`src/rtl/noise_pkg.sv`:
```
// noise_pkg: shared widths, types and rounding helper for the Box-Muller output stage
package noise_pkg;
    localparam int F_W         = 17;
    localparam int G_W         = 16;
    localparam int OUT_W       = 16;
    localparam int PROD_W      = 33;
    localparam int ROUND_SHIFT = 17;
    localparam logic signed [OUT_W-1:0] SAT_MAX = 16'sd32767;

    typedef enum logic [1:0] {Q0, Q1, Q2, Q3} quad_e;
    typedef enum logic {PH_X0, PH_X1} phase_e;

    typedef struct packed {
        logic signed [OUT_W-1:0] x0;
        logic signed [OUT_W-1:0] x1;
    } pair_t;

    // Round half away from zero on the magnitude, clamp to the symmetric range, then negate.
    function automatic logic [OUT_W-1:0] round_sat(input logic [PROD_W-1:0] p, input logic neg);
        logic [PROD_W:0] r;
        logic [PROD_W-ROUND_SHIFT:0] m;
        logic [OUT_W-1:0] s;
        r = {1'b0, p} + ((PROD_W+1)'(1) << (ROUND_SHIFT-1));
        m = r[PROD_W:ROUND_SHIFT];
        s = (m > (PROD_W-ROUND_SHIFT+1)'(32767)) ? SAT_MAX : m[OUT_W-1:0];
        return neg ? -s : s;
    endfunction
endpackage

```
`src/rtl/pair_fifo.sv`:
```
// pair_fifo: power-of-two synchronous FIFO with occupancy count
module pair_fifo #(
    parameter int DEPTH = 4,
    parameter int W     = 32
) (
    input  logic                       clk,
    input  logic                       rst_n,
    input  logic                       push_i,
    input  logic [W-1:0]               din_i,
    input  logic                       pop_i,
    output logic [W-1:0]               dout_o,
    output logic [$clog2(DEPTH):0]     count_o
);
    localparam int AW = $clog2(DEPTH);
    logic [W-1:0]  mem_q [DEPTH];
    logic [AW-1:0] wptr_q, rptr_q;
    logic [AW:0]   count_q;

    always_ff @(posedge clk or negedge rst_n) begin
        if (!rst_n) begin
            wptr_q  <= '0;
            rptr_q  <= '0;
            count_q <= '0;
        end else begin
            if (push_i) wptr_q <= wptr_q + AW'(1);
            if (pop_i) rptr_q <= rptr_q + AW'(1);
            count_q <= count_q + (AW+1)'(push_i) - (AW+1)'(pop_i);
        end
    end

    always_ff @(posedge clk) begin
        if (push_i) mem_q[wptr_q] <= din_i;
    end

    assign dout_o  = mem_q[rptr_q];
    assign count_o = count_q;
endmodule

```
`src/rtl/bm_output_stage.sv`:
```
// bm_output_stage: scales sqrt magnitude by cos/sin, rounds/saturates/signs, and serializes x0,x1 pairs
module bm_output_stage import noise_pkg::*; #(
    parameter int PAIR_DEPTH = 4
) (
    input  logic             clk,
    input  logic             rst_n,
    input  logic             in_valid,
    output logic             in_ready,
    input  logic [F_W-1:0]   f,
    input  logic [G_W-1:0]   g0,
    input  logic [G_W-1:0]   g1,
    input  logic [1:0]       quad,
    output logic             out_valid,
    input  logic             out_ready,
    output logic [OUT_W-1:0] out_data,
    output logic             out_idx
);
    localparam int CW = $clog2(PAIR_DEPTH) + 1;

    logic              s1_valid_q, s2_valid_q;
    logic [F_W-1:0]    f_q;
    logic [G_W-1:0]    g0_q, g1_q;
    logic [1:0]        quad_q, quad2_q;
    logic [PROD_W-1:0] p0_q, p1_q;
    logic [CW-1:0]     count;
    logic [CW:0]       occ;
    pair_t             push_pair, head;
    phase_e            phase_q, phase_d;
    logic              accept, fire, pop;

    // Counting in-flight pairs guarantees the FIFO never sees a push while full.
    assign occ      = (CW+1)'(count) + (CW+1)'(s1_valid_q) + (CW+1)'(s2_valid_q);
    assign in_ready = occ < (CW+1)'(PAIR_DEPTH);
    assign accept   = in_valid && in_ready;

    always_ff @(posedge clk or negedge rst_n) begin
        if (!rst_n) begin
            s1_valid_q <= 1'b0;
            s2_valid_q <= 1'b0;
            f_q        <= '0;
            g0_q       <= '0;
            g1_q       <= '0;
            quad_q     <= '0;
            quad2_q    <= '0;
            p0_q       <= '0;
            p1_q       <= '0;
            phase_q    <= PH_X0;
        end else begin
            s1_valid_q <= accept;
            if (accept) begin
                f_q    <= f;
                g0_q   <= g0;
                g1_q   <= g1;
                quad_q <= quad;
            end
            s2_valid_q <= s1_valid_q;
            if (s1_valid_q) begin
                p0_q    <= PROD_W'(f_q) * PROD_W'(g0_q);
                p1_q    <= PROD_W'(f_q) * PROD_W'(g1_q);
                quad2_q <= quad_q;
            end
            phase_q <= phase_d;
        end
    end

    assign push_pair.x0 = round_sat(p0_q, quad2_q[1] ^ quad2_q[0]);
    assign push_pair.x1 = round_sat(p1_q, quad2_q[1]);

    pair_fifo #(.DEPTH(PAIR_DEPTH), .W(2*OUT_W)) u_fifo (
        .clk     (clk),
        .rst_n   (rst_n),
        .push_i  (s2_valid_q),
        .din_i   (push_pair),
        .pop_i   (pop),
        .dout_o  (head),
        .count_o (count)
    );

    assign out_valid = count != '0;
    assign fire      = out_valid && out_ready;
    assign pop       = fire && phase_q == PH_X1;

    always_comb begin
        phase_d = phase_q;
        if (fire) phase_d = (phase_q == PH_X0) ? PH_X1 : PH_X0;
    end

    assign out_data = out_valid ? ((phase_q == PH_X1) ? head.x1 : head.x0) : '0;
    assign out_idx  = phase_q == PH_X1;
endmodule

```
`config.mk`:
```
export PLATFORM = sky130hd
export DESIGN_NAME = bm_output_stage
export DESIGN_NICKNAME = d
export VERILOG_FILES = /design/src/rtl/noise_pkg.sv /design/src/rtl/pair_fifo.sv /design/src/rtl/bm_output_stage.sv
export SDC_FILE = /design/constraint.sdc
export NUM_CORES = 2
export LEC_CHECK = 0
export BUFFER_PORTS_ARGS = -buffer_cell sky130_fd_sc_hd__buf_2
export CAP_MARGIN = 10
export CORE_ASPECT_RATIO = 1.4
export CORE_MARGIN = 8
export CORE_UTILIZATION = 40
export CTS_CLUSTER_DIAMETER = 30
export DETAILED_ROUTE_END_ITERATION = 10
export PLACE_DENSITY = 0.63
export SETUP_SLACK_MARGIN = 0.3
export SLEW_MARGIN = 20
export SYNTH_ARGS = -nofsm -noshare
export SYNTH_HDL_FRONTEND = slang
export SYNTH_SLANG_ARGS = --single-unit
```
`constraint.sdc`:
```
create_clock -name clk -period 7.5 [get_ports clk]
set_clock_uncertainty 0.15 [all_clocks]
set_input_delay 1.5 -clock clk [delete_from_list [all_inputs] [get_ports clk]]
set_output_delay 1.5 -clock clk [all_outputs]
set_load 0.01 [all_outputs]
```
==> results.md <==
Status:
- The flow ran to the end, and the final reports show no timing, DRC or antenna violations.

Drt:
- The routed wire length is 66400 um.
- The remaining antenna violation count after routing is 0.
- For this run, design rule violations remaining after detail routing come to 0.
- The vias per cell is 5.10.
- Before antenna repair, the detailed router went through 5 iterations.
- The iteration-0 DRC count of the detailed router is 971.
- The routed layout has 18600 vias.
- After detailed routing, the average wire length per cell comes to 18.2 um.

Synthesis:
- Summing the sequential cell areas from Yosys gives 23.3% of the chip area.
- Counting flops and latches in the post-synthesis netlist gives 225.
- The number of standard cells after synthesis is 2704.
- The netlist uses 62 different library cells.
- The proportion of synthesized flip-flops having asynchronous set or reset is 43.1%.
- The Yosys warning count is 0.
- The net count after synthesis is 3390.
- A synthesized cell averages 9.95 um^2.
- The number of synthesized flops with an enable pin is 128.
- The total standard cell area after synthesis is 0.0269 mm^2.
- The most common flop cell mapped by yosys is edfxtp_1.

Timing:
- Subtracting the final worst setup slack from the clock period gives 6.91 ns.
- The worst pin sits at a relative slew slack of 31.0%.
- The final setup violation count is 0.
- The number of hold violations in the final report is 0.
- For the pin with the worst max-slew slack, the measured transition is 1.03 ns.
- In the final timing run, aggregate negative setup slack is 0 ns.
- Static timing analysis puts the maximum clock frequency at 0.145 GHz.
- Setup repair after global routing left no endpoint under its margin.
- The final max-slew violation count was 0.
- The ratio of final minimum period to clock period is 92.1%.

Placement:
- The half-perimeter wire length of the detailed placement result is 51400 um.
- The count of port buffers added during placement is 73.
- At the end of routability-driven placement, the weighted congestion stood at 0.897.

Clock network:
- The clock tree from TritonCTS is done.
- No sink is reached through more buffers than the 3 on the longest clock path.
- The depth of the CTS H-tree is 2.
- The number of clock buffers added by TritonCTS is 49.
- Post-CTS timing repair inserted 0 buffers for setup.
- The clock tree root driver cell is clkbuf_16.
- The number of gates given a new drive strength after cts is 0.
- The number of clock sinks is 225.
- For this design, the CTS-stage hold fixing added 0 buffers.
- The clock insertion delay at the later pin of the skew report is 0.59 ns.
- After clock tree synthesis, the clock-pin slew on the worst setup and hold paths is 0.05 ns.

Worst setup path:
- The data arrival time at the worst-slack endpoint is 7.20 ns.
- The worst setup path is captured at a register.
- Counting cells, the worst reg-to-reg path comes to 22.
- The critical path goes through buf_12, and2_1, fa_1, inv_1, fa_1, inv_1, fa_1, fa_1, fa_1, inv_1, fa_1, inv_1, ha_1, nand2_1, o21ai_1, or3b_1, a221o_1, a221oi_4, o21ai_2, a221oi_4, xnor2_1, mux2_2.
- STA classifies the critical path startpoint as a register.
- On the worst path, the slowest cell contributes a delay of 0.54 ns.
- The most common cell type on the critical path is fa_1.
- Along the worst path, the maximum fanout reaches 29.
- The slowest cell on the critical path is fa_1.
- The worst setup path category is register to register.
- The worst endpoint required time is 7.79 ns.

Finish:
- Relative to the synthesized area, the layout overhead comes to 12.1%.
- The number of antenna diodes in the final layout is 0.
- In the final design database the tool counted 3442 nets.
- The share of post-route cells with drive strength above 1 is 10.7%.

Floorplan:
- The die span in y is 323 um.
- Once the floorplan was initialized, standard cells occupied 40.4% of the core.
- The die span in x is 235 um.
- The die covers 0.0759 mm^2.
- The core region area is 0.0666 mm^2.
- During I/O placement, the number of pins put on the boundary was 74.
- The standard-cell row count is 112.

Global routing:
- The total congestion overflow is 0.
- In the global route stage, overall resource usage came out at 17.9%.
- The wire length of the first global-routing pass is 110000 um.
- Entering global routing, the biggest net connects 74 pins.
- The number of global-route vias before repair is 20900.
- The initial antenna violation count was 0.

Min path:
- The number of cells on the worst hold path is 2.
- The path type of the worst min-delay path is register to register.

Job:
- Across the run, the number of max-cap violations was 0.
final cells by class:
class,instances,area [um^2]
Clock inverter,39,539
Fill cell,6169,36400
Timing Repair Buffer,130,833
Multi-Input combinational cell,1869,18300
Clock buffer,53,1270
Tap cell,855,1070
Sequential cell,225,6280
Inverter,481,1810
path summary, 6_finish.rpt:
path                       startpoint        end  slack, ns
min reg2reg                 quad_q[1]  quad_q[1]       0.33
max                           f_q[12]   p1_q[31]       0.59
max reg2reg                   f_q[12]   p1_q[31]       0.59
min in group asynchronous       rst_n    out_idx       0.67
max in group asynchronous       rst_n    g0_q[2]       5.14
min                         quad_q[1]  quad_q[1]       0.33
logic make-up (layout without fill, tap and decap cells):
logic type	count (synthesis)	count (layout)	synth area share (%)
adders and majority gates	631	631	40.9
xor gates and xnor gates	81	81	2.64
AOI/OAI and AO/OA	159	159	3.90
buffers and inverters	610	703	8.52
muxes	74	74	4.35
DFF	225	225	23.3
and+or+nand+nor	924	924	16.3
registers in the layout, summed over array words and instances (netlist names), 3 cells and up:
name / count
u_fifo.count_o: 3
f_q: 17
p0_q: 17
g1_q: 16
p1_q: 17
g0_q: 16
u_fifo.mem_q: 128
placed cells by master, fill, tap and decap left out, types with 23 or more instances in the layout:
cell type,n
edfxtp_1,128
o21ai_0,31
inv_1,480
buf_4,55
nand2_1,493
xnor2_1,50
ha_1,216
mux2_2,23
buf_2,72
fa_1,415
and2_1,268
a21oi_1,43
nor2_1,50
dfrtp_1,87
xor2_1,31
nand3_1,35
clkbuf_16,49
mux4_2,32
metrics by stage:
stage / utilization [%] / hold WS (ns) / area, um^2 / instances / worst slack, ns
after detailed placement: 42.5 / 0.311 / 28300 / 3560 / 0.455
final: 45.3 / 0.325 / 30100 / 3652 / 0.590
after CTS: 45.3 / 0.322 / 30100 / 3652 / 0.439
after floorplan: - / 0.202 / 26900 / 2704 / 0.765
after global routing: 45.3 / 0.371 / 30100 / 3652 / 0.305
after global placement: 42.5 / 0.303 / 28300 / 3560 / 0.531
per-layer routing:
metal,up-vias,share of wire [%],routed length [um],global-route usage [%]
li1,8516,-,-,-
met1,9531,41,27200,21.2
met2,443,51,34000,32.7
met3,147,3.8,2530,2.21
met4,0,4.0,2630,6.97
met5,-,0,0,0
cells in the mapped netlist, drive strengths merged, types with 32 or more instances:
cell type | count | share of area [%]
nand2 | 494 | 6.9
inv | 480 | 6.7
fa | 415 | 31
and2 | 268 | 6.2
ha | 216 | 10
edfxtp | 128 | 14
clkbuf | 124 | 1.7
dfrtp | 97 | 9.0
nor2 | 50 | 0.70
xnor2 | 50 | 1.6
a21oi | 44 | 0.82
o21ai | 41 | 0.78
nand3 | 35 | 0.65
mux4 | 32 | 2.7
critical path: cells and delay by family, from the launching register on:
kind	cells	cell delay, ns
AOI/OAI and AO/OA	5	1.35
adders and majority gates	7	3.32
xor gates and xnor gates	1	0.10
and+or+nand+nor	3	0.62
muxes	1	0.26
buffers and inverters	5	0.46
DFF	1	0.53
Power is not shown: default switching activity piles up to over one toggle a cycle in this logic, so the estimate is an artifact.
